--- src/rtl/lfm_pulse_capture_pkg.sv ---
// Shared types for the LFM pulse capture block: widths, framing FSM states and FIFO entry layout.
package lfm_pkg;
  localparam int DATA_W = 12;
  localparam int CNT_W  = 32;

  typedef enum logic [1:0] {IDLE, CAPTURE, CLOSE} state_e;

  typedef struct packed {
    logic              last;
    logic [DATA_W-1:0] data;
  } fifo_entry_t;
endpackage

--- src/rtl/lfm_pulse_capture_if.sv ---
// Sample-in / packet-out bundle of the pulse capture block plus its status outputs.
interface lfm_pulse_capture_if #(
  parameter int DATA_W = 12,
  parameter int CNT_W  = 32
);
  logic              IN_VALID;
  logic [DATA_W-1:0] IN_DATA;
  logic [CNT_W-1:0]  EXPECTED_SAMPLES;
  logic              OUT_VALID;
  logic              OUT_READY;
  logic [DATA_W-1:0] OUT_DATA;
  logic              OUT_LAST;
  logic              PULSE_DONE;
  logic [CNT_W-1:0]  SAMPLE_COUNT;
  logic              COUNT_ERR;
  logic              OVERFLOW;

  modport master (
    output IN_VALID, IN_DATA, EXPECTED_SAMPLES, OUT_READY,
    input  OUT_VALID, OUT_DATA, OUT_LAST, PULSE_DONE, SAMPLE_COUNT, COUNT_ERR, OVERFLOW
  );

  modport slave (
    input  IN_VALID, IN_DATA, EXPECTED_SAMPLES, OUT_READY,
    output OUT_VALID, OUT_DATA, OUT_LAST, PULSE_DONE, SAMPLE_COUNT, COUNT_ERR, OVERFLOW
  );
endinterface

--- src/rtl/lfm_pulse_capture_fifo.sv ---
// First-word-fall-through synchronous FIFO; a push while full is honoured only alongside a pop.
module lfm_sync_fifo #(
  parameter int W     = 13,
  parameter int DEPTH = 64
) (
  input  logic         CLK,
  input  logic         RESET,
  input  logic         push,
  input  logic [W-1:0] wdata,
  input  logic         pop,
  output logic [W-1:0] rdata,
  output logic         full,
  output logic         empty
);
  localparam int AW = $clog2(DEPTH);

  logic [W-1:0] mem [DEPTH];
  logic [AW:0]  wr_ptr, rd_ptr;
  logic         do_push, do_pop;

  // Extra pointer bit distinguishes full from empty when the indices match.
  assign empty   = (wr_ptr == rd_ptr);
  assign full    = (wr_ptr[AW] != rd_ptr[AW]) && (wr_ptr[AW-1:0] == rd_ptr[AW-1:0]);
  assign do_pop  = pop && !empty;
  assign do_push = push && (!full || do_pop);
  assign rdata   = empty ? '0 : mem[rd_ptr[AW-1:0]];

  always_ff @(posedge CLK or negedge RESET) begin
    if (!RESET) begin
      wr_ptr <= '0;
      rd_ptr <= '0;
    end else begin
      if (do_push) wr_ptr <= wr_ptr + 1'b1;
      if (do_pop)  rd_ptr <= rd_ptr + 1'b1;
    end
  end

  always_ff @(posedge CLK) begin
    if (do_push) mem[wr_ptr[AW-1:0]] <= wdata;
  end
endmodule

--- src/rtl/lfm_pulse_capture.sv ---
// Frames runs of valid samples into pulses, tags the last sample via a one-entry hold register,
// buffers them in a FWFT FIFO and checks each pulse length against the expected sample count.
module lfm_pulse_capture #(
  parameter int DATA_W = lfm_pkg::DATA_W,
  parameter int DEPTH  = 64,
  parameter int CNT_W  = lfm_pkg::CNT_W
) (
  input logic                CLK,
  input logic                RESET,
  lfm_pulse_capture_if.slave bus
);
  import lfm_pkg::*;

  state_e            state;
  logic [DATA_W-1:0] hold_data;
  logic [CNT_W-1:0]  cnt;
  logic              pulse_done, count_err, overflow;
  logic [CNT_W-1:0]  sample_count;

  fifo_entry_t       push_entry, head;
  logic              push, pop, full, empty;

  // The held sample leaves on the next accepted sample, or tagged last in CLOSE.
  assign push            = ((state == CAPTURE) && bus.IN_VALID) || (state == CLOSE);
  assign push_entry.last = (state == CLOSE);
  assign push_entry.data = hold_data;
  assign pop             = bus.OUT_VALID && bus.OUT_READY;

  lfm_sync_fifo #(
    .W     ($bits(fifo_entry_t)),
    .DEPTH (DEPTH)
  ) u_fifo (
    .CLK   (CLK),
    .RESET (RESET),
    .push  (push),
    .wdata (push_entry),
    .pop   (pop),
    .rdata (head),
    .full  (full),
    .empty (empty)
  );

  assign bus.OUT_VALID    = !empty;
  assign bus.OUT_DATA     = head.data;
  assign bus.OUT_LAST     = head.last;
  assign bus.PULSE_DONE   = pulse_done;
  assign bus.SAMPLE_COUNT = sample_count;
  assign bus.COUNT_ERR    = count_err;
  assign bus.OVERFLOW     = overflow;

  always_ff @(posedge CLK or negedge RESET) begin
    if (!RESET) begin
      state        <= IDLE;
      hold_data    <= '0;
      cnt          <= '0;
      pulse_done   <= 1'b0;
      sample_count <= '0;
      count_err    <= 1'b0;
      overflow     <= 1'b0;
    end else begin
      pulse_done <= 1'b0;
      if (push && full && !pop) overflow <= 1'b1;
      case (state)
        IDLE: begin
          if (bus.IN_VALID) begin
            hold_data <= bus.IN_DATA;
            cnt       <= CNT_W'(1);
            state     <= CAPTURE;
          end
        end
        CAPTURE: begin
          if (bus.IN_VALID) begin
            hold_data <= bus.IN_DATA;
            if (cnt != '1) cnt <= cnt + 1'b1;
          end else begin
            // Pulse status is published on entry to CLOSE, independent of whether the last entry fits.
            state        <= CLOSE;
            pulse_done   <= 1'b1;
            sample_count <= cnt;
            if (cnt != bus.EXPECTED_SAMPLES) count_err <= 1'b1;
          end
        end
        CLOSE: begin
          if (bus.IN_VALID) begin
            hold_data <= bus.IN_DATA;
            cnt       <= CNT_W'(1);
            state     <= CAPTURE;
          end else begin
            state <= IDLE;
          end
        end
        default: state <= IDLE;
      endcase
    end
  end
endmodule

--- src/flat_wrapper.sv ---
// flat-port wrapper written by rule: the top's interface ports become plain ports
module lfm_pulse_capture_flat import lfm_pkg::*;
#(
  parameter int DATA_W = lfm_pkg::DATA_W,
  parameter int DEPTH  = 64,
  parameter int CNT_W  = lfm_pkg::CNT_W
)
  (CLK, RESET, bus_IN_VALID, bus_IN_DATA, bus_EXPECTED_SAMPLES, bus_OUT_READY, bus_OUT_VALID, bus_OUT_DATA, bus_OUT_LAST, bus_PULSE_DONE, bus_SAMPLE_COUNT, bus_COUNT_ERR, bus_OVERFLOW);
  lfm_pulse_capture_if #(.DATA_W(DATA_W), .CNT_W(CNT_W)) bus_i ();
  input logic CLK;
  input logic RESET;
  input wire logic [$bits(bus_i.IN_VALID)-1:0] bus_IN_VALID;
  input wire logic [$bits(bus_i.IN_DATA)-1:0] bus_IN_DATA;
  input wire logic [$bits(bus_i.EXPECTED_SAMPLES)-1:0] bus_EXPECTED_SAMPLES;
  input wire logic [$bits(bus_i.OUT_READY)-1:0] bus_OUT_READY;
  output wire logic [$bits(bus_i.OUT_VALID)-1:0] bus_OUT_VALID;
  output wire logic [$bits(bus_i.OUT_DATA)-1:0] bus_OUT_DATA;
  output wire logic [$bits(bus_i.OUT_LAST)-1:0] bus_OUT_LAST;
  output wire logic [$bits(bus_i.PULSE_DONE)-1:0] bus_PULSE_DONE;
  output wire logic [$bits(bus_i.SAMPLE_COUNT)-1:0] bus_SAMPLE_COUNT;
  output wire logic [$bits(bus_i.COUNT_ERR)-1:0] bus_COUNT_ERR;
  output wire logic [$bits(bus_i.OVERFLOW)-1:0] bus_OVERFLOW;
  assign bus_i.IN_VALID = bus_IN_VALID;
  assign bus_i.IN_DATA = bus_IN_DATA;
  assign bus_i.EXPECTED_SAMPLES = bus_EXPECTED_SAMPLES;
  assign bus_i.OUT_READY = bus_OUT_READY;
  assign bus_OUT_VALID = bus_i.OUT_VALID;
  assign bus_OUT_DATA = bus_i.OUT_DATA;
  assign bus_OUT_LAST = bus_i.OUT_LAST;
  assign bus_PULSE_DONE = bus_i.PULSE_DONE;
  assign bus_SAMPLE_COUNT = bus_i.SAMPLE_COUNT;
  assign bus_COUNT_ERR = bus_i.COUNT_ERR;
  assign bus_OVERFLOW = bus_i.OVERFLOW;
  lfm_pulse_capture #(.DATA_W(DATA_W), .DEPTH(DEPTH), .CNT_W(CNT_W)) u_core (.CLK(CLK), .RESET(RESET), .bus(bus_i));
endmodule
--- config.mk ---
export PLATFORM = sky130hd
export DESIGN_NAME = lfm_pulse_capture_flat
export DESIGN_NICKNAME = d
export VERILOG_FILES = /design/src/rtl/lfm_pulse_capture_pkg.sv /design/src/rtl/lfm_pulse_capture_if.sv /design/src/rtl/lfm_pulse_capture_fifo.sv /design/src/rtl/lfm_pulse_capture.sv /design/src/flat_wrapper.sv
export SDC_FILE = /design/constraint.sdc
export NUM_CORES = 1
export LEC_CHECK = 0
export CORE_MARGIN = 5
export CORE_UTILIZATION = 51
export DETAILED_ROUTE_END_ITERATION = 6
export DONT_BUFFER_PORTS = 1
export PLACE_DENSITY = 0.66
export SYNTH_ARGS = -nofsm -noshare
export SYNTH_HDL_FRONTEND = slang
export SYNTH_SLANG_ARGS = --single-unit
--- constraint.sdc ---
create_clock -name CLK -period 9.1 [get_ports CLK]
set_input_delay 1.82 -clock CLK [delete_from_list [all_inputs] [get_ports CLK]]
set_output_delay 1.82 -clock CLK [all_outputs]
set_load 0.02 [all_outputs]
==> run_results.csv <==
group,metric,value,unit
run_status,status,"finished clean",
placement,dpl.hpwl,50680,um
timing,fmax,161.7,MHz
setup_path,worst_r2r_path_depth,6,
timing,setup_viol,0,
final_layout,final_common_cell,"edfxtp_1",
setup_path,cpMaxStageDelayCell,"nor3b_1",
timing,hold_viol,0,
yosys,ys_warn_count,0,
yosys,ys_ff_latch,927,
global_routing,grtUsageTotal,0.2209,
route,dr_wl_met2,41890,um
timing,max_slew.worst_pin.slew,1.352,ns
floorplan,die_area,77730,um^2
route,ant_nets,0,
yosys,ys_top_cells_by_area,"edfxtp_1, mux4_2, dfrtp_1, mux2i_1, mux2_2",
timing,slew_violations,0,
yosys,yosysSeqAreaShare,0.7425,
clock_network,cts_hold_buffers,0,
power_and_ir_drop,seq_power_share,0.428,
power_and_ir_drop,p_leak,0.01364,uW
clock_network,clockBufferDepth,3,
yosys,netlist_area,36850,um^2
route,top_layer,"met5",
power_and_ir_drop,ir_worst_vdd,0.0001890,V
setup_path,cpPeakStageDelay,1.14,ns
final_layout,final_cell_mix,"edfxtp_1, mux4_2, clkbuf_16",
setup_path,crit_path_cell_trace,"buf_4 -> nor3b_1 -> buf_4 -> a221oi_1 -> o211ai_1 -> nand2_1 -> o21ai_0",
power_and_ir_drop,power.internal,8168,uW
placement,gp_congestion,0.8341,
floorplan,die_x,278.8,um
floorplan,rows,98,
route,drt_wl_total,86190,um
placement,placement.cell_area,38120,um^2
floorplan,coreArea,71610,um^2
clock_network,cts_made_buffers,93,
route,drt-met1-wl,35710,um
setup_path,r2r-end,"u_core.u_fifo.mem[42][10]",
clock_network,clock_sinks,927,
final_layout,final_util,0.5736,
setup_path,critPathMostFrequentCell,"buf_4",
global_routing,grt_pass1_wl,127800,um
route,drc,0,
route,avgViaCountPerCell,6.209,
setup_path,crit_required,7.28,ns
run,maxCapViolCount,0,
setup_path,criticalPathCategory,"reg2out",
clock_network,cts_setup_buffers,0,
clock_network,insertion_delay,0.65,ns
floorplan,start_util,0.5146,
setup_path,path_max_fanout,56,
route,wl_met3,6976,um
power_and_ir_drop,p_per_area,289.7,nW/um^2
power_and_ir_drop,combPwrFrac,0.263,
setup_path,r2r_slack,4.42,ns
yosys,synth_async_sr_flop_share,0.1025,
timing,max_slew_margin,0.09849,
worst_hold_path,min_path_cells,2,
final_layout,multiInputGateArea,8991,um^2
power_and_ir_drop,clkPwrFrac,0.310,
setup_path,worst_setup_path_start_kind,"register",
yosys,ys.flop_type,"edfxtp_1",
global_routing,grt-ovfl-total,0,
yosys,synth_edf_count,832,
floorplan,dieHeight,278.8,um
worst_hold_path,hold_class,"reg2reg",
placement,port_buffers,0,
power_and_ir_drop,switching_share,0.3136,
yosys,synthesis.nets,1989,
global_routing,antenna_found_initial,3,
setup_path,timing.rr.start,"u_core.state[0]",
power_and_ir_drop,power.switching,3733,uW
global_routing,grt_pass1_vias,18820,
floorplan,ioPinCount,97,
route,wire_per_inst,28.64,um
global_routing,grt_max_degree,118,
timing,rsz0062_at_grt,"false",
clock_network,cts.clk_slew.worst_paths,0.06,ns
yosys,yosys.area.top_type,"edfxtp_1",
clock_network,htreeDepth,3,
yosys,avgSynthCellArea,19.01,um^2
worst_hold_path,hold_start,"u_core.hold_data[5]",
route,drt_iter0_markers,2054,
route,via_count,18684,
setup_path,arrival,4.36,ns
final_layout,nets,2030,
final_layout,fillers,5342,
clock_network,clockRootBuffer,"clkbuf_16",
yosys,syn_inst,1938,
timing,fin_setup_tns,0,ns
final_layout,seq_area,27390,um^2
timing,timing.final.crit_share,0.6796,
yosys,netlist.area_leader.share,0.6780,
final_layout,synthToLayoutAreaGrowth,11.47,%
final_layout,postLayoutCellArea,41080,um^2
setup_path,endpoint_kind,"output port",
route,dr.pass1.iters,5,
clock_network,ctsResizeCount,0,
worst_hold_path,hold_end,"u_core.hold_data[5]",
timing,fin_crit,6.184,ns
timing,fin_skew,0.02616,ns
clock_network,cts_tree,"yes",
yosys,synth_cell_type_count,74,
final_layout,drive_gt1_frac,0.2426,
## worst max path at each step
| stage | startpoint | to | slack [ns] | cells after the start |
|---|---|---|---|---|
| detailed placement | u_core.u_fifo.rd_ptr[1] | bus_OUT_DATA[2] | 3.68 | 7 |
| CTS | u_core.u_fifo.rd_ptr[1] | bus_OUT_DATA[2] | 2.96 | 7 |
| floorplan | bus_IN_VALID | u_core.u_fifo.mem[59][0] | 4.83 | 8 |
| global placement | u_core.u_fifo.rd_ptr[0] | bus_OUT_DATA[0] | 3.61 | 4 |
| global route | u_core.u_fifo.rd_ptr[0] | bus_OUT_LAST | 2.80 | 6 |
| finish | u_core.u_fifo.rd_ptr[1] | bus_OUT_LAST | 2.92 | 7 |
## cell type report
class	count	area share
flip-flops and latches	927	0.6667
multi-input cells	881	0.2189
clock buffers	113	0.06019
well taps	950	0.02894
repair buffers	65	0.01249
clock inverters	60	0.01167
inverters	11	0.001005
diodes	2	0.0001218
## cell usage after synthesis, types with 18 or more instances
cell and n:
mux2_2 55, o22ai_1 29, dfrtp_1 95, edfxtp_1 832, o21ai_0 31, nand3_1 43
a22oi_1 18, mux2i_1 77, xor2_1 40, nor2_1 106, buf_2 31, mux4_2 182
clkbuf_1 68, nand2_1 86
## stage by stage
step / hold slack [ns] / setup slack [ns] / instances / power (uW)
floorplan: 0.4654 / 4.832 / 1938 / 7261
global placement: 0.4804 / 3.614 / 2834 / 8303
detailed placement: 0.4789 / 3.683 / 2834 / 8317
CTS: 0.4942 / 2.958 / 3007 / 11990
global route: 0.5255 / 2.797 / 3007 / 12360
finish: 0.4876 / 2.916 / 3009 / 11900
## worst max-delay path: cells and delay by family (launching register included)
family / cells / cell delay [ns]
and+or+nand+nor: 2 / 1.45
AOI/OAI and AO/OA: 3 / 1.07
buffers and inverters: 2 / 0.69
DFF: 1 / 0.50
## routing by layer
metal | vias to the layer above | global-route usage
met5 | - | 0
met1 | 9868 | 0.3197
met2 | 742 | 0.3489
met4 | 2 | 0.05135
met3 | 114 | 0.05242
li1 | 7958 | -
## cell families (layout without fill, tap and decap cells)
kind of cell             count (synthesis)  after routing  share of synthesized area
flip-flops                             927            927                     0.7425
AND/OR/NAND/NOR                        327            327                    0.04329
multiplexers                           314            314                     0.1490
AO/OA/AOI/OAI                          187            187                    0.03667
buffers and inverters                  130            249                    0.01569
XOR/XNOR                                50             50                    0.01188
adder cells (fa/ha/maj)                  3              3                   0.001019
other                                    0              2                          0
## registers in the layout, summed over array words and instances, names as in the netlist
signal / count
u_core.cnt: 32
u_core.bus.SAMPLE_COUNT: 32
u_core.u_fifo.rd_ptr: 7
u_core.bus.PULSE_DONE: 1
u_core.bus.COUNT_ERR: 1
u_core.u_fifo.mem: 832
u_core.state: 2
u_core.u_fifo.wr_ptr: 7
u_core.hold_data: 12
u_core.bus.OVERFLOW: 1
## power by group through the flow
stage                     Combinational [uW]  Clock [uW]  Sequential [uW]
after floorplan                         2230           0             5030
after global placement                  3130           0             5170
after detailed placement                3130           0             5180
after CTS                               3150        3750             5090
after global routing                    3300        3950             5120
final                                   3130        3680             5090
Power figures use the tool's default switching activity.
==> patch 1: new RTL, same settings <==
The 3 states of `state_e` get a one-hot encoding in 3 bits.
--- a/src/rtl/lfm_pulse_capture_pkg.sv
+++ b/src/rtl/lfm_pulse_capture_pkg.sv
@@ -3,7 +3,7 @@
   localparam int DATA_W = 12;
   localparam int CNT_W  = 32;
 
-  typedef enum logic [1:0] {IDLE, CAPTURE, CLOSE} state_e;
+  typedef enum logic [2:0] {IDLE = 3'b001, CAPTURE = 3'b010, CLOSE = 3'b100} state_e;
 
   typedef struct packed {
     logic              last;
Check against the original RTL: no difference found for any inputs over 4 cycles, from zero or initial values and one cycle with RESET low; so few cycles prove little.
==> patch 1 against the unedited design <==
Power up 6.8%; combinational power is 12% higher; design area grew 0.55%; sequential power is 8.1% higher; sequential cell count rose by 1; worst setup slack worse by 0.053 ns; wire length is 0.76% higher; area after synthesis up 0.80%; via count grew 5.6%; critical path type unchanged.
==> patch 1: results (changes against the unedited design) <==
| Metric | Value |
|---|---|
| Crit-path max FO | 38 (was 56) |
| Status | complete, no violations (unchanged) |
| Root buffer cell | clkbuf_16 (unchanged) |
| Yosys Warn Count | 0 (unchanged) |
| Clk_skew | 0.0255 ns (was 0.0262 ns) |
| Wire length of the first global-routing pass | 130,000 um (was 128,000 um) |
| RD Place Congestion | 0.839 (was 0.834) |
| Maximum VDD drop | 0.236 mV (was 0.189 mV) |
| Post-synth EDFFs | 832 (unchanged) |
| First-pass iteration count of the detailed router | 7 (was 5) |
| Initial DRC Count | 1,936 (was 2,054) |
| Seq/Total Area, Yosys | 73.7% (was 74.2%) |
| Yosys cell types | 64 (was 74) |
| Layout cells sized above 1 | 19.0% (was 24.3%) |
| Dpl hpwl | 50,700 um (about the same) |
| Worst Path Arrival | 4.42 ns (was 4.36 ns) |
| Filler cells | 5,499 (was 5,342) |
| Reg2Reg Depth | 6 (unchanged) |
| Post-CTS repair timing setup buffer count | 0 (unchanged) |
| Leakage | 14.0 nW (was 13.6 nW) |
| Clock Pin Slew Worst Setup and Hold Paths | 0.06 ns (about the same) |
| Max Buffers Root-to-Sink | 3 (unchanged) |
| Slew Limit Headroom | 11.5% (was 9.85%) |
| Total CTS buffers | 91 (was 93) |
| DR vias | 19,700 (was 18,700) |
| Async SR Flop Fraction | 10.3% (was 10.2%) |
| Routed length per instance | 27.4 um (was 28.6 um) |
| Place WS | 3.49 ns (was 3.68 ns) |
| Slowest-stage cell, CP | dfrtp_4 (was nor3b_1) |
| Peak per-stage delay on the critical path | 0.78 ns (was 1.14 ns) |
| Total track usage | 22.1% (about the same) |
| Ant diodes | 0 (was 2) |
| Final net count | 2,189 (was 2,030) |
| Initial antenna violation count | 0 (was 3) |
| Hold Path Depth | 1 (was 2) |
| Synth top cells by count | edfxtp_1, mux2i_1, mux4_2, nor2_1, dfrtp_1 (was edfxtp_1, mux4_2, nor2_1) |
| Largest net degree at the start of global routing | 136 (was 118) |
| Area contributors post-synth | edfxtp_1, dfrtp_1, mux4_2 (was edfxtp_1, mux4_2, dfrtp_1) |
-- patch 1: cell types whose count changed in the layout (fill, tap and decap cells not counted), moves of 19 or more --
| cell | delta |
|---|---|
| mux4_2 | -78 |
| nor2_1 | +19 |
| a211oi_1 | +30 |
| nor2_2 | -22 |
| mux2i_1 | +125 |
| a21oi_1 | +19 |
| nand3_1 | -28 |
| o21ai_0 | +37 |
| o22ai_1 | +42 |
-- patch 1: worst paths after layout --
path	from	end	slack (ns)
worst min register to register	u_core.u_fifo.rd_ptr[6]	u_core.u_fifo.rd_ptr[6]	0.49
worst max-delay path	u_core.u_fifo.rd_ptr[1]	bus_OUT_DATA[1]	2.86
worst min-delay path	u_core.u_fifo.rd_ptr[6]	u_core.u_fifo.rd_ptr[6]	0.49
worst max register to register	u_core.u_fifo.rd_ptr[2]	u_core.u_fifo.mem[35][9]	4.63
max in group asynchronous	RESET	u_core.state[0]	8.03
min in group asynchronous	RESET	u_core.bus.SAMPLE_COUNT[22]	0.87
-- patch 1: per-layer routing --
metal	GRT usage (%)	wire length [um]	vias up
met5	0	0	-
met2	34.9	41600	816
met4	6.56	2290	0
met3	4.00	6790	128
met1	32.1	36200	10300
li1	-	-	8505
-- patch 1: worst max-delay path, delay by kind of cell, from the launching register on --
kind                   cells  cell delay, ns
and+or+nand+nor            2            0.73
AOI/OAI and AO/OA          3            1.13
buffers and inverters      2            1.05
DFF                        1            0.78
-- patch 1: where the power goes --
group	switching [W]	leakage, nW	internal (W)
Sequential	0.000268	8.79	0.00524
Clock	0.00159	1.44	0.00209
Combinational	0.00233	3.76	0.00120
-- patch 1: per-stage QoR --
stage | std cells | hold slack (ns) | utilization, % | total power (W) | area [um2]
floorplan | 2100 | 0.465 | - | 0.00787 | 37100
global placement | 3004 | 0.483 | 52.9 | 0.00906 | 38400
detailed placement | 3004 | 0.483 | 52.9 | 0.00912 | 38400
CTS | 3169 | 0.494 | 56.9 | 0.0128 | 41300
global route | 3169 | 0.506 | 56.9 | 0.0132 | 41300
finish | 3169 | 0.489 | 56.9 | 0.0127 | 41300
-- patch 1: logic make-up (layout without fill, tap and decap cells) --
group / Yosys count / after routing / share of synthesized area, %
AO/OA/AOI/OAI: 295 / 295 / 5.30
XOR/XNOR: 53 / 53 / 1.25
adder cells (fa/ha/maj): 3 / 3 / 0.101
buffers and inverters: 148 / 258 / 1.93
flip-flops: 928 / 928 / 73.7
multiplexers: 365 / 365 / 13.5
AND/OR/NAND/NOR: 308 / 308 / 4.15
-- patch 1: layout make-up --
class	instances	area, um2	area share (%)
flip-flops and latches	928	27400	66.4
multi-input cells	1024	9090	22.0
clock buffers	111	2400	5.82
well taps	959	1200	2.91
repair buffers	82	641	1.55
clock inverters	54	515	1.25
inverters	11	41.3	0.100
==> patch 2: new RTL, config.mk and constraints unchanged <==
Without the edit above. `DATA_W` is set to 12 in 2 places; all go to 18.
--- a/src/rtl/lfm_pulse_capture_pkg.sv
+++ b/src/rtl/lfm_pulse_capture_pkg.sv
@@ -1,6 +1,6 @@
 // Shared types for the LFM pulse capture block: widths, framing FSM states and FIFO entry layout.
 package lfm_pkg;
-  localparam int DATA_W = 12;
+  localparam int DATA_W = 18;
   localparam int CNT_W  = 32;
 
   typedef enum logic [1:0] {IDLE, CAPTURE, CLOSE} state_e;
--- a/src/rtl/lfm_pulse_capture_if.sv
+++ b/src/rtl/lfm_pulse_capture_if.sv
@@ -1,6 +1,6 @@
 // Sample-in / packet-out bundle of the pulse capture block plus its status outputs.
 interface lfm_pulse_capture_if #(
-  parameter int DATA_W = 12,
+  parameter int DATA_W = 18,
   parameter int CNT_W  = 32
 );
   logic              IN_VALID;
Interface: changed (resized bus_IN_DATA and bus_OUT_DATA); port bits go from 97 to 109. The function was not compared with the original's and may differ.
==> patch 2 against the unedited design <==
Worst setup slack got worse by 0.13 ns; power increased by 45%; area after synthesis increased by 39%; design area increased by 40%; synthesized cell count increased by 33%; utilization increased by 0.29 points; sequential share of layout area increased by 1.2 points; sequential cell count increased by 390; die area increased by 37%; count of clock-buffer cells in the layout increased by 64; wire length increased by 42%; highest routed layer is now met4.
==> patch 2: results (changes against the unedited design) <==
| Metric | Value |
|---|---|
| Total track usage | 22.9% (was 22.1%) |
| Total Routed Length | 122,000 um (was 86,200 um) |
| Maximum VDD drop | 0.278 mV (was 0.189 mV) |
| Final net count | 2,714 (was 2,030) |
| First-pass iteration count of the detailed router | 6 (was 5) |
| Seq power | 0.00718 W (was 0.00509 W) |
| Multi-input combinational area share | 20.3% (was 21.9%) |
| H-tree levels | 4 (was 3) |
| Status | complete, no violations (unchanged) |
| Yosys cell types | 59 (was 74) |
| # clk buffers | 177 (was 113) |
| Seq/Total Area, Yosys | 76.3% (was 74.2%) |
| Layout buffering overhead excluding clock cells | 1.43% (was 1.25%) |
| Layout cells sized above 1 | 24.4% (was 24.3%) |
| Crit path max-delay family | compound AO/OA/AOI/OAI gates (was simple AND/OR/NAND/NOR gates) |
| Post-synthesis mux area share | 13.9% (was 14.9%) |
| Slowest-stage cell, CP | dfrtp_4 (was nor3b_1) |
| Synth Area in Compound Gates | 4.25% (was 3.67%) |
| Post-Layout Inst Area | 57,600 um2 (was 41,100 um2) |
| Worst r2r dst | u_core.u_fifo.mem[2][18] (was u_core.u_fifo.mem[42][10]) |
| Final cell count without fillers | 4,062 (was 3,009) |
| Post-DR vias/cell | 6.38 (was 6.21) |
| Wire length of the first global-routing pass | 180,000 um (was 128,000 um) |
| Sequential share of cell area | 67.9% (was 66.7%) |
| R2r setup slk | 4.40 ns (was 4.42 ns) |
| Critical Path End | bus_OUT_DATA[3] (was bus_OUT_LAST) |
| Total power | 0.0173 W (was 0.0119 W) |
| Max reg flops | 1,216 (was 832) |
| Slew Limit Headroom | 9.85% (about the same) |
| Largest net degree at the start of global routing | 121 (was 118) |
| Latest clock arrival within the worst-skew pair | 0.73 ns (was 0.65 ns) |
| Clock network area share | 7.54% (was 7.19%) |
| Total CTS buffers | 135 (was 93) |
| Hold Crit Endpoint | u_core.hold_data[7] (was u_core.hold_data[5]) |
| Ant diodes | 1 (was 2) |
| Worst setup startpoint | u_core.u_fifo.rd_ptr[0] (was u_core.u_fifo.rd_ptr[1]) |
| Initial DRC Count | 3,126 (was 2,054) |
| # clock sinks | 1,317 (was 927) |
| Synth top cells by count | edfxtp_1, mux4_2, o22ai_1 (was edfxtp_1, mux4_2, nor2_1) |
| Peak per-stage delay on the critical path | 0.81 ns (was 1.14 ns) |
| Place WS | 3.50 ns (was 3.68 ns) |
| Non-clk invs | 12 (was 11) |
| Leakage | 18.6 nW (was 13.6 nW) |
| Area contributors post-synth | edfxtp_1, mux4_2, dfrtp_1 (unchanged) |
| Post-Synth XOR/XNOR Area | 0.855% (was 1.19%) |
| Final WS setup | 2.78 ns (was 2.92 ns) |
| Placed Cells | 3,818 (was 2,834) |
-- patch 2: cell count changes after synthesis, sizes merged, moves of 14 or more --
cell,unedited run,this run
a211oi,8,38
a21oi,8,38
a22oi,18,0
a32o,1,18
buf,49,85
edfxtp,832,1216
mux2i,77,96
mux4,182,247
nand3,44,20
nor2,106,78
nor2b,3,23
nor4,16,30
o22ai,29,114
o31ai,5,31
-- patch 2: per-layer routing --
metal  global-route usage [%]  vias up  routed length, um
met1                     33.7    13700              50000
met3                     5.55      184              12100
li1                         -    10800                  -
met2                     34.4     1255              56200
met4                     7.57        0               3900
met5                        0        -                  0
-- patch 2: cells by family after synthesis --
group,Yosys count
AND/OR/NAND/NOR,320
XOR/XNOR,50
AO/OA/AOI/OAI,321
flip-flops,1317
buffers and inverters,165
multiplexers,396
adder cells (fa/ha/maj),3
